File: config.mk
export PLATFORM = sky130hd
export DESIGN_NAME = fp32_mul_seq
export DESIGN_NICKNAME = d
export VERILOG_FILES = /design/src/rtl/fp32_mul_seq.sv
export SDC_FILE = /design/constraint.sdc
export NUM_CORES = 1
export LEC_CHECK = 0
export ABC_CLOCK_PERIOD_IN_PS = 4600
export BUFFER_PORTS_ARGS = -buffer_cell sky130_fd_sc_hd__buf_2
export CAP_MARGIN = 20
export CORE_ASPECT_RATIO = 0.6
export CORE_MARGIN = 5
export CORE_UTILIZATION = 49
export CTS_BUF_LIST = sky130_fd_sc_hd__clkbuf_8
export DETAILED_ROUTE_END_ITERATION = 7
export GPL_ROUTABILITY_DRIVEN = 0
export PLACE_DENSITY = 0.68
export SLEW_MARGIN = 20
export SYNTH_ARGS = -nofsm -noshare
export SYNTH_HDL_FRONTEND = slang
export SYNTH_SLANG_ARGS = --single-unit
File: constraint.sdc
create_clock -name clk -period 4.6 [get_ports clk]
set_input_delay 0.23 -clock clk [delete_from_list [all_inputs] [get_ports clk]]
set_output_delay 0.23 -clock clk [all_outputs]
set_load 0.02 [all_outputs]
File: src/rtl/fp32_mul_seq.sv
// rtl/fp32_mul_seq.sv - iterative FP32 multiplier, 24-step shift-add mantissa, truncating
module fp32_mul_seq (
  input  logic        clk,
  input  logic        reset,
  input  logic        in_valid,
  output logic        in_ready,
  input  logic [31:0] a,
  input  logic [31:0] b,
  output logic        out_valid,
  input  logic        out_ready,
  output logic [31:0] result,
  output logic        busy
);

  typedef enum logic [1:0] {IDLE, MUL, NORM, DONE} state_t;
  state_t state, state_n;

  logic               sign_r;
  logic [23:0]        ma, mb;
  logic [47:0]        prod;
  logic [4:0]         cnt;
  logic signed [9:0]  exp_r;

  logic [7:0]  ea, eb;
  logic        a_lo, b_lo, a_inf, b_inf, a_nan, b_nan;
  logic        sign_in, special;
  logic [31:0] special_res;
  logic signed [9:0] exp_in, exp_adj;
  logic [22:0] mant_n;
  logic [31:0] norm_res;

  // Operand classification; denormals share the zero path (flush to zero)
  always_comb begin
    ea      = a[30:23];
    eb      = b[30:23];
    sign_in = a[31] ^ b[31];
    a_lo    = (ea == 8'd0);
    b_lo    = (eb == 8'd0);
    a_inf   = (ea == 8'hFF) && (a[22:0] == 23'd0);
    b_inf   = (eb == 8'hFF) && (b[22:0] == 23'd0);
    a_nan   = (ea == 8'hFF) && (a[22:0] != 23'd0);
    b_nan   = (eb == 8'hFF) && (b[22:0] != 23'd0);
    special = a_lo | b_lo | a_inf | b_inf | a_nan | b_nan;
    exp_in  = $signed({2'b00, ea}) + $signed({2'b00, eb}) - 10'sd127;
    if (a_nan || b_nan)
      special_res = 32'h7FC00000;
    else if ((a_inf && b_lo) || (b_inf && a_lo))
      special_res = 32'h7FC00000;
    else if (a_inf || b_inf)
      special_res = {sign_in, 8'hFF, 23'd0};
    else
      special_res = {sign_in, 31'd0};
  end

  always_comb begin
    exp_adj = prod[47] ? exp_r + 10'sd1 : exp_r;
    mant_n  = prod[47] ? prod[46:24] : prod[45:23];
    if (exp_adj >= 10'sd255)
      norm_res = {sign_r, 8'hFF, 23'd0};
    else if (exp_adj <= 10'sd0)
      norm_res = {sign_r, 31'd0};
    else
      norm_res = {sign_r, exp_adj[7:0], mant_n};
  end

  always_ff @(posedge clk or posedge reset) begin
    if (reset) state <= IDLE;
    else       state <= state_n;
  end

  always_comb begin
    state_n = state;
    case (state)
      IDLE: if (in_valid) state_n = special ? DONE : MUL;
      MUL:  if (cnt == 5'd23) state_n = NORM;
      NORM: state_n = DONE;
      DONE: if (out_ready) state_n = IDLE;
      default: state_n = IDLE;
    endcase
  end

  always_ff @(posedge clk or posedge reset) begin
    if (reset) begin
      sign_r <= 1'b0;
      ma     <= 24'd0;
      mb     <= 24'd0;
      prod   <= 48'd0;
      cnt    <= 5'd0;
      exp_r  <= 10'sd0;
      result <= 32'd0;
    end else begin
      case (state)
        IDLE: if (in_valid) begin
          sign_r <= sign_in;
          if (special) begin
            result <= special_res;
          end else begin
            ma    <= {1'b1, a[22:0]};
            mb    <= {1'b1, b[22:0]};
            exp_r <= exp_in;
            prod  <= 48'd0;
            cnt   <= 5'd0;
          end
        end
        MUL: begin
          if (mb[0]) prod <= prod + ({24'd0, ma} << cnt);
          mb  <= mb >> 1;
          cnt <= cnt + 5'd1;
        end
        NORM: result <= norm_res;
        default: ;
      endcase
    end
  end

  assign in_ready  = (state == IDLE);
  assign out_valid = (state == DONE);
  assign busy      = (state != IDLE);

endmodule
Word-level counts from Yosys, hierarchy flattened
Index checks and enable logic that the tools add are counted.
{"block": "word_totals", "regBits": 146, "word_cells": 85, "output_inout_bits": 35, "input_bits": 68}
{"block": "op_classes", "n_reduce_logical": 25, "n_mux": 25, "bitwise_logic": 7, "n_shift": 1, "n_eq_ne": 12, "magnitude_cmp": 2, "add_sub_neg": 5}
{"op": "$mux W48", "n": 3}
{"op": "$mux W32", "n": 4}
{"op": "$pmux W48 S2", "n": 1}
{"op": "$mux W31", "n": 3}
{"op": "$pmux W32 S2", "n": 1}
{"op": "$add A48 B48 Y48", "n": 1}
{"op": "$mux W24", "n": 2}
{"op": "$pmux W24 S2", "n": 1}
{"op": "$shl A24 B5 Y48", "n": 1}
{"op": "$logic_not A23 Y1", "n": 2}
{"op": "$reduce_bool A23 Y1", "n": 2}
{"op": "$mux W23", "n": 1}
{"op": "$eq A8 B8 Y1 const B", "n": 2}
{"op": "$logic_not A8 Y1", "n": 2}
{"op": "$reduce_and A3 Y1", "n": 4}
{"op": "$add A10 B2 Y10 const B", "n": 1}
{"op": "$ge A10 B9 Y1 const B", "n": 1}
{"op": "$le A10 B1 Y1 const B", "n": 1}
{"op": "$mux W10", "n": 1}
{"op": "$mux W5", "n": 2}
{"op": "$pmux W5 S2", "n": 1}
{"op": "$sub A9 B7 Y10 const B", "n": 1}
{"op": "$add A8 B8 Y9", "n": 1}
{"op": "$mux W2", "n": 4}
{"op": "other kinds (16)", "n": 34}

Logic depth before layout (Yosys ltp)
Gate-level depths: netlist (run 1).
{"block": "depth", "word_depth": 9, "ltp_mapped": 21, "depth_no_buf": 18}

Least setup slack after synthesis (run 1)
No wires, ideal clock.
{"block": "synth_path", "path_type": "reg-to-reg", "start": "register cnt[0]", "end": "register prod[47]", "setup_ns": 0.087, "stages_incl_launch_ff": 18, "t_required_ns": 4.513, "path_slack_ns": 0.478, "n_path_buf": 3, "synth_period_minus_slack_ns": 4.122, "t_arrival_ns": 4.035, "path_cell_list": "dfrtp_1 -> buf_2 -> clkbuf_1 -> clkbuf_1 -> mux2i_1 -> mux2i_1 -> mux2_2 -> o22ai_1 -> ha_1 -> a21o_1 -> o21bai_1 -> a31oi_1 -> o211ai_1 -> o31a_1 -> a21bo_2 -> o31a_1 -> and2_1 -> o211ai_1"}
{"block": "synth_between", "elab_chain_cells": 4}
{"item": "from (decl)", "line_no": "21", "source": "logic [4:0] cnt;"}
{"item": "from (signal assigned)", "line_no": "108", "source": "cnt <= cnt + 5'd1;"}
{"item": "$shl A24 B5 Y48", "line_no": "106", "source": "if (mb[0]) prod <= prod + ({24'd0, ma} << cnt);"}
{"item": "$add A48 B48 Y48", "line_no": "106"}
{"item": "$mux W48", "line_no": "106"}
{"item": "$pmux W48 S2", "line_no": "92", "source": "case (state)"}
{"item": "to (signal assigned)", "line_no": "106"}
{"item": "to (decl)", "line_no": "20", "source": "logic [47:0] prod;"}
Every way passes these cells. The select of a mux whose other input is x is not followed.
A chain may end at the register's enable or synchronous reset.

Worst setup path in the final report (run 1)
Ends and elaborated chain as after synthesis.

==> results of run 1 <==
==> timing repair <==
action	4_1_cts	5_1_grt
endpoints found under the hold margin	58	0
setup buffers	0	0
gates resized for setup	0	4
setup endpoints to repair	0	8
hold buffers	24	0
==> through the flow <==
| stage | instance area (um2) | total power, mW | hold WS, ns |
|---|---|---|---|
| 2_1_floorplan | 10900 | 5.61 | 0.335 |
| 3_3_place_gp | 11600 | 6.80 | 0.237 |
| 3_5_place_dp | 11600 | 6.88 | 0.241 |
| 4_1_cts | 12200 | 7.90 | 0.0466 |
| 5_1_grt | 12300 | 8.63 | 0.0692 |
| 6_report | 12300 | 8.00 | 0.0620 |
==> power groups by stage <==
stage | clock, mW | sequential (mW) | combinational [mW]
floorplan | 0 | 2.06 | 3.55
global placement | 0 | 2.12 | 4.69
detailed placement | 0 | 2.13 | 4.75
CTS | 0.994 | 2.10 | 4.80
global route | 1.06 | 2.18 | 5.39
finish | 0.975 | 2.11 | 4.91
==> cells in the mapped netlist, drive strengths merged (17+ instances only) <==
master / n / share of area [%]
ha: 68 / 7.8
nand2: 248 / 8.6
o22ai: 17 / 1.0
buf: 18 / 0.85
xor2: 31 / 2.5
nand3: 40 / 1.9
nor2: 73 / 2.5
xnor2: 28 / 2.3
inv: 27 / 0.93
nand4: 17 / 0.98
a21o: 37 / 2.6
a21oi: 74 / 3.4
o21ai: 129 / 5.9
clkbuf: 63 / 2.2
mux2i: 83 / 7.6
dfrtp: 146 / 34
==> how the worst min path moves through the flow <==
stage | startpoint | to | slack (ns) | cells past startpoint
after floorplan | a[0] | ma[0]$_DFFE_PP0P_ | 0.34 | 2
after global placement | reset | result[21]$_DFFE_PP0P_ | 0.24 | 2
after detailed placement | reset | result[21]$_DFFE_PP0P_ | 0.24 | 2
after CTS | b[8] | mb[8]$_DFFE_PP0P_ | 0.05 | 3
after global routing | b[10] | mb[10]$_DFFE_PP0P_ | 0.07 | 3
final | b[8] | mb[8]$_DFFE_PP0P_ | 0.06 | 3
==> registers in the layout, summed over array words and instances (netlist names) <==
signal  count
ma         24
exp_r      10
mb         24
prod       48
sign_r      1
cnt         5
result     32
state       2
==> worst max-delay path, stage by stage, from the launching register on <==
cell      delay [ns]
dfrtp_1         0.44
buf_4           0.23
mux4_2          0.54
mux2i_1         0.43
nor2_1          0.10
ha_1            0.34
buf_4           0.18
nand3_1         0.11
a21oi_1         0.08
a211oi_1        0.47
a21oi_1         0.19
o31a_1          0.30
a21bo_2         0.26
o31a_1          0.32
and2_1          0.14
o211ai_1        0.16
==> cell type report <==
type	instances	area, um2
repair buffers	152	958
multi-input cells	1041	6810
flip-flops and latches	146	3650
clock buffers	20	275
fillers	2037	9710
well taps	286	358
inverters	29	118
clock inverters	11	88.8
==> metal layers <==
layer / wire length, um / GRT usage, % / vias to the layer above
met5: 0 / 0 / -
li1: - / - / 4838
met3: 2700 / 6.26 / 26
met4: 277 / 4.43 / 0
met2: 11300 / 30.8 / 372
met1: 16000 / 39.7 / 4689
==> cell families after synthesis <==
kind of cell    synth area share, %
simple gates                   18.7
compound gates                 19.8
flops                          33.6
buf+inv                        4.02
mux                            10.9
fa+ha+maj                      8.19
xor+xnor                       4.75
==> results.cfg, run 1 <==
[outcome]
status = finished clean

[power_and_ir_drop]
internal_power_mw = 4.03
p_clk_share_pct = 12.2
combPwrFrac_pct = 61.4
power_density_nw_per_um2 = 652
seqPwrFrac_pct = 26.4
net-switching-power_mw = 3.97
ir_worst_vdd_uv = 406
leakage_nw = 5.77
switching_share_pct = 49.7

[timing]
setup_violations = 0
fin_skew_ns = 0.0180
timing.slew.headroom_pct = 39.7
setup_slack_ns = 0.212
timing.setup.tns_ns = 0
slew_violations = 0
rsz0062_at_grt = false
hold_violations = 0
fin_crit_sh_pct = 95.4
fmax_ghz = 0.228
tightest_slew_ns = 0.905
post-route-min-period_ns = 4.39

[final_layout]
drive_above_1_share_pct = 14.9
final_cell_mix = nand2_1, dfrtp_1, o21ai_0, buf_2, mux2i_1
nets = 1525
diodes = 0
final_core_util_pct = 55.8
syn_to_final_growth_pct = 12.7
final_common_cell = nand2_1
fin_cells = 1685

[floorplan]
die_h_um = 125
rows = 42
die-area_um2 = 25400
chipWidth_um = 202
coreArea_um2 = 22000
io_pins = 103
initial_core_util_pct = 49.5

[setup_path]
crit_path_end_kind = flip-flop
r2r_slack_ns = 0.21
critical_path_class = reg -> reg
crit_required_ns = 4.99
start_kind = flip-flop
rr_worst_depth = 15
cp-startpoint = cnt[0]$_DFFE_PP0P_
critPathMaxFanout = 8
r2r_end = prod[47]$_DFFE_PP0P_
critPathArrivalTime_ns = 4.78
critical_path.endpoint = prod[47]$_DFFE_PP0P_
r2r_start = cnt[0]$_DFFE_PP0P_

[synth]
synth_nets = 1435
ys_seq_elements = 146
ys_warn_count = 0
async_flop_share_pct = 100
synth.distinct_cells = 68
netlist_instances = 1297
avgSynthCellArea_um2 = 8.39
synth-seq-area-share_pct = 33.6
synth_edf_count = 0
synthesis.area_um2 = 10900
ys.flop_type = dfrtp_1

[place]
place_ws_ns = 0.266
dp_hpwl_mm = 23.4
port_buffers = 102
placed_cells = 1630

[clocking]
numCtsBuffers = 17
insertion_delay_ns = 0.48
clock_path_buffers = 2
cts_tree = done
cts.sinks = 146
clk_pin_slew_ns = 0.08
h-tree-depth = 4
clockRootBuffer = clkbuf_8

[worst_hold_path]
hold_path_class = in -> reg

[flow_run]
cap_viol_max_count = 0

[grt]
grt_max_degree = 60
overflow = 0
grt_pass1_vias = 9155
antenna_found_initial = 0
grt_pass1_wl_mm = 49.7
grt_usage_pct = 24.0

[detailed_routing]
wire_per_inst_um = 18.0
drc = 0
drtAntennaViolNets = 0
first_iter_violations = 984
via_per_inst = 5.89
vias = 9925
wl_mm = 30.3
dr.pass1.iters = 5
No activity file was read; power rests on OpenSTA's default activity.
==> inputs of run 2 (changes only) <==
--- a/config.mk
+++ b/config.mk
@@ -15,6 +15,7 @@
 export DETAILED_ROUTE_END_ITERATION = 7
 export GPL_ROUTABILITY_DRIVEN = 0
 export PLACE_DENSITY = 0.68
+export RECOVER_POWER = 50
 export SLEW_MARGIN = 20
 export SYNTH_ARGS = -nofsm -noshare
 export SYNTH_HDL_FRONTEND = slang
==> run 2 against run 1 <==
Against the previous run: the run now ends with capacitance limit, slew limit left; worst hold slack improved by 0.0012 ns; clock power hardly changed; setup slack gained 0.012 ns; critical path type unchanged; largest power group unchanged; highest routed layer unchanged.
==> results.cfg, run 2 (synthesis results as in run 1) <==
[outcome]
status = complete, but fails checks
failed_checks = capacitance limit, slew limit

[power_and_ir_drop]
leakage_nw = 5.64
p_clk_share_pct = 12.2
power_density_nw_per_um2 = 654
totalPowerFinal_mw = 7.98
ir_worst_vdd_uv = 406
seqPwrFrac_pct = 26.5
switching_share_pct = 49.8
net-switching-power_mw = 3.97
combPwrFrac_pct = 61.3
internal_power_mw = 4.01

[timing]
hold_violations = 0
setup_slack_ns = 0.224
setup_violations = 0
slew_violations = 98
fmax_ghz = 0.229
fin_hold_ws_ns = 0.0632
fin_skew_ns = 0.0182
post-route-min-period_ns = 4.38
tightest_slew_ns = 1.61
timing.slew.headroom_pct = -7.69
fin_crit_sh_pct = 95.1
rsz0062_at_grt = false
timing.setup.tns_ns = 0

[grt]
grt_pass1_vias = 9155
antenna_found_initial = 0
grt_usage_pct = 24.0
grt_pass1_wl_mm = 49.7
grt_util_met3_pct = 6.26
gr-usage-met2_pct = 30.8
use_met1_pct = 39.7
grt_max_degree = 60
grt.busiest_layer = met1
overflow = 0

[setup_path]
start_kind = flip-flop
path_cells = buf_4 -> mux4_2 -> mux2i_1 -> nor2_1 -> ha_1 -> buf_4 -> nand3_1 -> a21oi_1 -> a211oi_1 -> a21oi_1 -> o31a_1 -> a21bo_2 -> o31a_1 -> and2_1 -> o211ai_1
critical_path_class = reg -> reg
critPathArrivalTime_ns = 4.76
critPathMaxFanout = 8
slowest_delay_ns = 0.54
crit_required_ns = 4.99
crit_path_end_kind = flip-flop
slowest_stage = mux4_2

[floorplan]
coreArea_um2 = 22000
initial_core_util_pct = 49.5
die-area_um2 = 25400
die_h_um = 125
chipWidth_um = 202
io_pins = 103
rows = 42

[detailed_routing]
drtAntennaViolNets = 0
via_per_inst = 5.90
dr.pass1.iters = 5
wl_mm = 30.4
vias = 9943
drc = 0
wire_per_inst_um = 18.1
first_iter_violations = 1056

[final_layout]
drive_above_1_share_pct = 12.5
final_core_util_pct = 55.6
final_common_cell = nand2_1
syn_to_final_growth_pct = 12.2
nets = 1525
fin_cells = 1685
diodes = 0
largest_reg_flops = 48
top_register = prod
design_area_um2 = 12200
final_cell_mix = nand2_1, dfrtp_1, o21ai_0, mux2i_1, nor2_1
reg_top3 = prod (48), result (32)

[clocking]
postCtsSetupBuffers = 0
clk_pin_slew_ns = 0.08
numCtsBuffers = 17
clockRootBuffer = clkbuf_8
h-tree-depth = 4
clock_path_buffers = 2
cts.sinks = 146
cts_tree = done
insertion_delay_ns = 0.48

[place]
placed_area_um2 = 11600
dp_hpwl_mm = 23.4
placed_cells = 1630
port_buffers = 102
place_ws_ns = 0.266

[worst_hold_path]
hold_path_class = in -> reg

[flow_run]
cap_viol_max_count = 2
-- run 2: final cells by class --
cell class / instances / area [um2]
multi-input cells: 1041 / 6810
clock inverters: 11 / 88.8
inverters: 29 / 114
clock buffers: 20 / 275
flip-flops and latches: 146 / 3650
repair buffers: 152 / 912
fillers: 2052 / 9760
well taps: 286 / 358
-- run 2: critical path, delay by kind of cell (launching register included) --
| family | cells | cell delay (ns) |
|---|---|---|
| flops | 1 | 0.44 |
| compound gates | 7 | 1.77 |
| buf+inv | 2 | 0.41 |
| fa+ha+maj | 1 | 0.34 |
| mux | 2 | 0.97 |
| simple gates | 3 | 0.36 |
-- run 2: final timing paths --
check                                   start                endpoint  slack [ns]  cells after the start
max in group asynchronous               reset     prod[8]$_DFFE_PP0P_        1.79                      4
min in group asynchronous               reset  result[21]$_DFFE_PP0P_        0.66                      3
setup reg to reg           cnt[0]$_DFFE_PP0P_    prod[47]$_DFFE_PP0P_        0.22                     15
hold reg to reg            mb[15]$_DFFE_PP0P_      mb[15]$_DFFE_PP0P_        0.48                      2
hold / removal                           b[8]       mb[8]$_DFFE_PP0P_        0.06                      3
setup / recovery           cnt[0]$_DFFE_PP0P_    prod[47]$_DFFE_PP0P_        0.22                     15
-- run 2: metal layers --
layer  part of all wire (%)  vias up
li1                       -     4833
met1                     53     4700
met2                     37      388
met3                    9.4       22
met4                   0.84        0
met5                      0        -
-- run 2: power by group through the flow --
stage	logic, mW	registers [mW]	clock network (mW)
global route	5.37	2.18	1.06
floorplan	3.55	2.06	0
finish	4.89	2.11	0.973
global placement	4.69	2.12	0
detailed placement	4.75	2.13	0
CTS	4.80	2.10	0.994
-- run 2: timing repair --
action / in CTS / in global routing
resized for setup: 0 / 4
setup endpoints to repair: 0 / 8
hold endpoints to repair: 58 / 0
hold buffers: 24 / 0
==> inputs of run 3 (changes only) <==
--- a/config.mk
+++ b/config.mk
@@ -5,16 +5,18 @@
 export SDC_FILE = /design/constraint.sdc
 export NUM_CORES = 1
 export LEC_CHECK = 0
+export ABC_AREA = 1
 export ABC_CLOCK_PERIOD_IN_PS = 4600
-export BUFFER_PORTS_ARGS = -buffer_cell sky130_fd_sc_hd__buf_2
+export BUFFER_PORTS_ARGS = -buffer_cell sky130_fd_sc_hd__buf_4
 export CAP_MARGIN = 20
 export CORE_ASPECT_RATIO = 0.6
 export CORE_MARGIN = 5
 export CORE_UTILIZATION = 49
 export CTS_BUF_LIST = sky130_fd_sc_hd__clkbuf_8
+export CTS_CLUSTER_SIZE = 28
 export DETAILED_ROUTE_END_ITERATION = 7
 export GPL_ROUTABILITY_DRIVEN = 0
-export PLACE_DENSITY = 0.68
+export PLACE_DENSITY = 0.67
 export RECOVER_POWER = 50
 export SLEW_MARGIN = 20
 export SYNTH_ARGS = -nofsm -noshare
==> run 3 against run 2 <==
Against the previous run: the run still ends with capacitance limit, slew limit left; total power down 1.6%; clock skew up 0.0048 ns; critical path depth is 5 higher; setup slack better by 0.059 ns; cell count up 45%; synthesized area is 15% higher; via count up 35%; routed wire length up 35%; critical path type unchanged; critical endpoint is now prod[44]$_DFFE_PP0P_; largest power group unchanged; highest routed layer is now met5.
==> results.cfg, run 3 <==
[outcome]
status = complete, but fails checks
failed_checks = capacitance limit, slew limit

[synth]
synthTopCellsByCount = nand2_1, inv_1, o21ai_0
synth_nets = 2139
avgSynthCellArea_um2 = 6.24
netlist_instances = 2001
yosys-top-cells-area = dfrtp_1, nand2_1, o21ai_0
synth_top_area_share_pct = 29.3
synth.distinct_cells = 46
synth-simple-area-share_pct = 36.2
ys_warn_count = 0
synth_area_leader_cell = dfrtp_1
synthesis.area_um2 = 12500
synth-seq-area-share_pct = 29.3
synth-compound-area-share_pct = 14.5
synth_mux_area_share_pct = 0.802
synth_edf_count = 0
async_flop_share_pct = 100
synth-xor-area-share_pct = 2.45
ys.flop_type = dfrtp_1
synth_top_family_by_area = simple AND/OR/NAND/NOR gates
ys_seq_elements = 146
synth_most_common_cell = nand2_1
synth-adder-area-share_pct = 7.13

[detailed_routing]
drt-met1-wl_mm = 20.0
wire_per_inst_um = 16.9
routed.top_layer = met5
dr.pass1.iters = 7
wl_met2_mm = 15.5
drc = 0
wl_mm = 41.1
routed-wl-met3_mm = 5.04
first_iter_violations = 1434
vias = 13443
via_per_inst = 5.52
drtAntennaViolNets = 0

[power_and_ir_drop]
totalPowerFinal_mw = 7.85
switching_share_pct = 53.1
p_clk_share_pct = 14.4
net-switching-power_mw = 4.17
leakage_nw = 7.41
internal_power_mw = 3.69
seqPwrFrac_pct = 23.9
power_density_nw_per_um2 = 559
combPwrFrac_pct = 61.8
ir_worst_vdd_uv = 295

[setup_path]
r2r_slack_ns = 0.28
critPathMaxFanout = 46
rr_worst_depth = 20
start_kind = flip-flop
crit_path_end_kind = flip-flop
critical_path_class = reg -> reg
crit_required_ns = 4.97
critPathArrivalTime_ns = 4.69
r2r_end = prod[44]$_DFFE_PP0P_
r2r_start = cnt[0]$_DFFE_PP0P_

[grt]
antenna_found_initial = 2
grt_usage_pct = 27.6
overflow = 0
grt_pass1_wl_mm = 64.2
grt_max_degree = 78
grt_pass1_vias = 11918

[clocking]
insertion_delay_ns = 0.49
clockRootBuffer = clkbuf_8
cts_tree = done
clk_pin_slew_ns = 0.08
cts.sinks = 146
numCtsBuffers = 17
clock_path_buffers = 2
h-tree-depth = 4

[timing]
hold_violations = 0
post-route-min-period_ns = 4.32
rsz0062_at_grt = false
setup_violations = 0
fmax_ghz = 0.232
tightest_slew_ns = 3.18
timing.setup.tns_ns = 0
fin_skew_ns = 0.0230
timing.slew.headroom_pct = -112
slew_violations = 78
fin_crit_sh_pct = 93.8

[final_layout]
final_common_cell = nand2_1
reg_top3 = prod (48), result (32)
syn_to_final_growth_pct = 12.5
final_cell_mix = nand2_1, inv_1, o21ai_0, nor2_1, dfrtp_1
largest_reg_flops = 48
drive_above_1_share_pct = 6.69
top_register = prod
num-fill-cells = 2577
nets = 2235
diodes = 0

[floorplan]
die-area_um2 = 28900
chipWidth_um = 216
initial_core_util_pct = 49.6
die_h_um = 134
coreArea_um2 = 25200
rows = 45
io_pins = 103

[place]
dp_hpwl_mm = 32.3
port_buffers = 102

[worst_hold_path]
hold_path_depth = 3
min_to = ma[22]$_DFFE_PP0P_
hold_path_class = in -> reg
min-delay-start = a[22]

[flow_run]
cap_viol_max_count = 1
-- run 3: logic make-up (layout without fill, tap and decap cells) --
group                      count (synthesis)  in the layout
and+or+nand+nor                         1094           1094
xor gates and xnor gates                  35             35
DFF                                      146            146
muxes                                     10             10
AOI/OAI and AO/OA                        344            344
buffers and inverters                    302            409
adders and majority gates                 70             70
-- run 3: how the worst max path moves through the flow --
stage,depth (start not counted),start,end,slack (ns)
finish,20,cnt[0]$_DFFE_PP0P_,prod[44]$_DFFE_PP0P_,0.28
global route,4,reset,prod[6]$_DFFE_PP0P_,0.1
CTS,20,cnt[0]$_DFFE_PP0P_,prod[44]$_DFFE_PP0P_,0.44
detailed placement,20,cnt[0]$_DFFE_PP0P_,prod[44]$_DFFE_PP0P_,0.46
global placement,20,cnt[0]$_DFFE_PP0P_,prod[44]$_DFFE_PP0P_,0.38
floorplan,1,reset,cnt[0]$_DFFE_PP0P_,0.45
-- run 3: power groups by stage --
stage	Sequential, mW	Clock (mW)	Combinational, mW
CTS	1.87	1.14	4.77
finish	1.88	1.13	4.85
floorplan	1.89	0	3.41
global placement	1.89	0	4.67
detailed placement	1.89	0	4.72
global route	1.92	1.19	5.35
-- run 3: cell type report --
cell class              count  area [um2]  area share [%]
flip-flops and latches    146        3650            26.0
multi-input cells        1553        7640            54.4
inverters                 231         867            6.17
clock inverters             9         130           0.926
repair buffers            148        1050            7.51
clock buffers              21         289            2.06
well taps                 329         412            2.93
-- run 3: timing repair --
action                     in CTS  in global routing
hold endpoints to repair       98                  0
hold buffers                   24                  0
setup endpoints to repair       0                  1
resized for setup               0                  1
setup buffers                   0                  0
-- run 3: through the flow --
| step | instance area, um2 | util [%] | worst slack, ns | hold WS, ns | std cells |
|---|---|---|---|---|---|
| 6_report | 14100 | 55.8 | 0.283 | 0.0654 | 2437 |
| 5_1_grt | 14100 | 55.8 | 0.0996 | 0.0713 | 2437 |
| 4_1_cts | 14200 | 56.3 | 0.436 | 0.0349 | 2437 |
| 3_5_place_dp | 13500 | 53.7 | 0.455 | 0.408 | 2383 |
| 3_3_place_gp | 13500 | 53.7 | 0.375 | 0.396 | 2383 |
| 2_1_floorplan | 12500 | - | 0.447 | 0.340 | 2001 |
-- run 3: worst max-delay path, stage by stage, from the launching register on --
cell	delay [ns]
dfrtp_1	0.40
buf_12	0.18
nand2_1	0.07
o21ai_0	0.10
or2_2	0.29
o21ai_0	0.13
nor2_1	0.07
a31oi_1	0.21
nand2_1	0.07
o21ai_0	0.15
o21ai_0	0.36
ha_1	0.55
nand2_1	0.15
nor2_1	0.19
nand2_1	0.22
nor3_2	0.32
nand4_1	0.36
nand3_1	0.19
nand2_1	0.06
nand3_1	0.08
nand2_1	0.05
-- run 3: routing by layer --
layer	track usage [%]	vias to the layer above
met5	2.17	-
met4	3.99	6
met3	10.4	61
li1	-	6630
met2	36.3	620
met1	43.1	6126
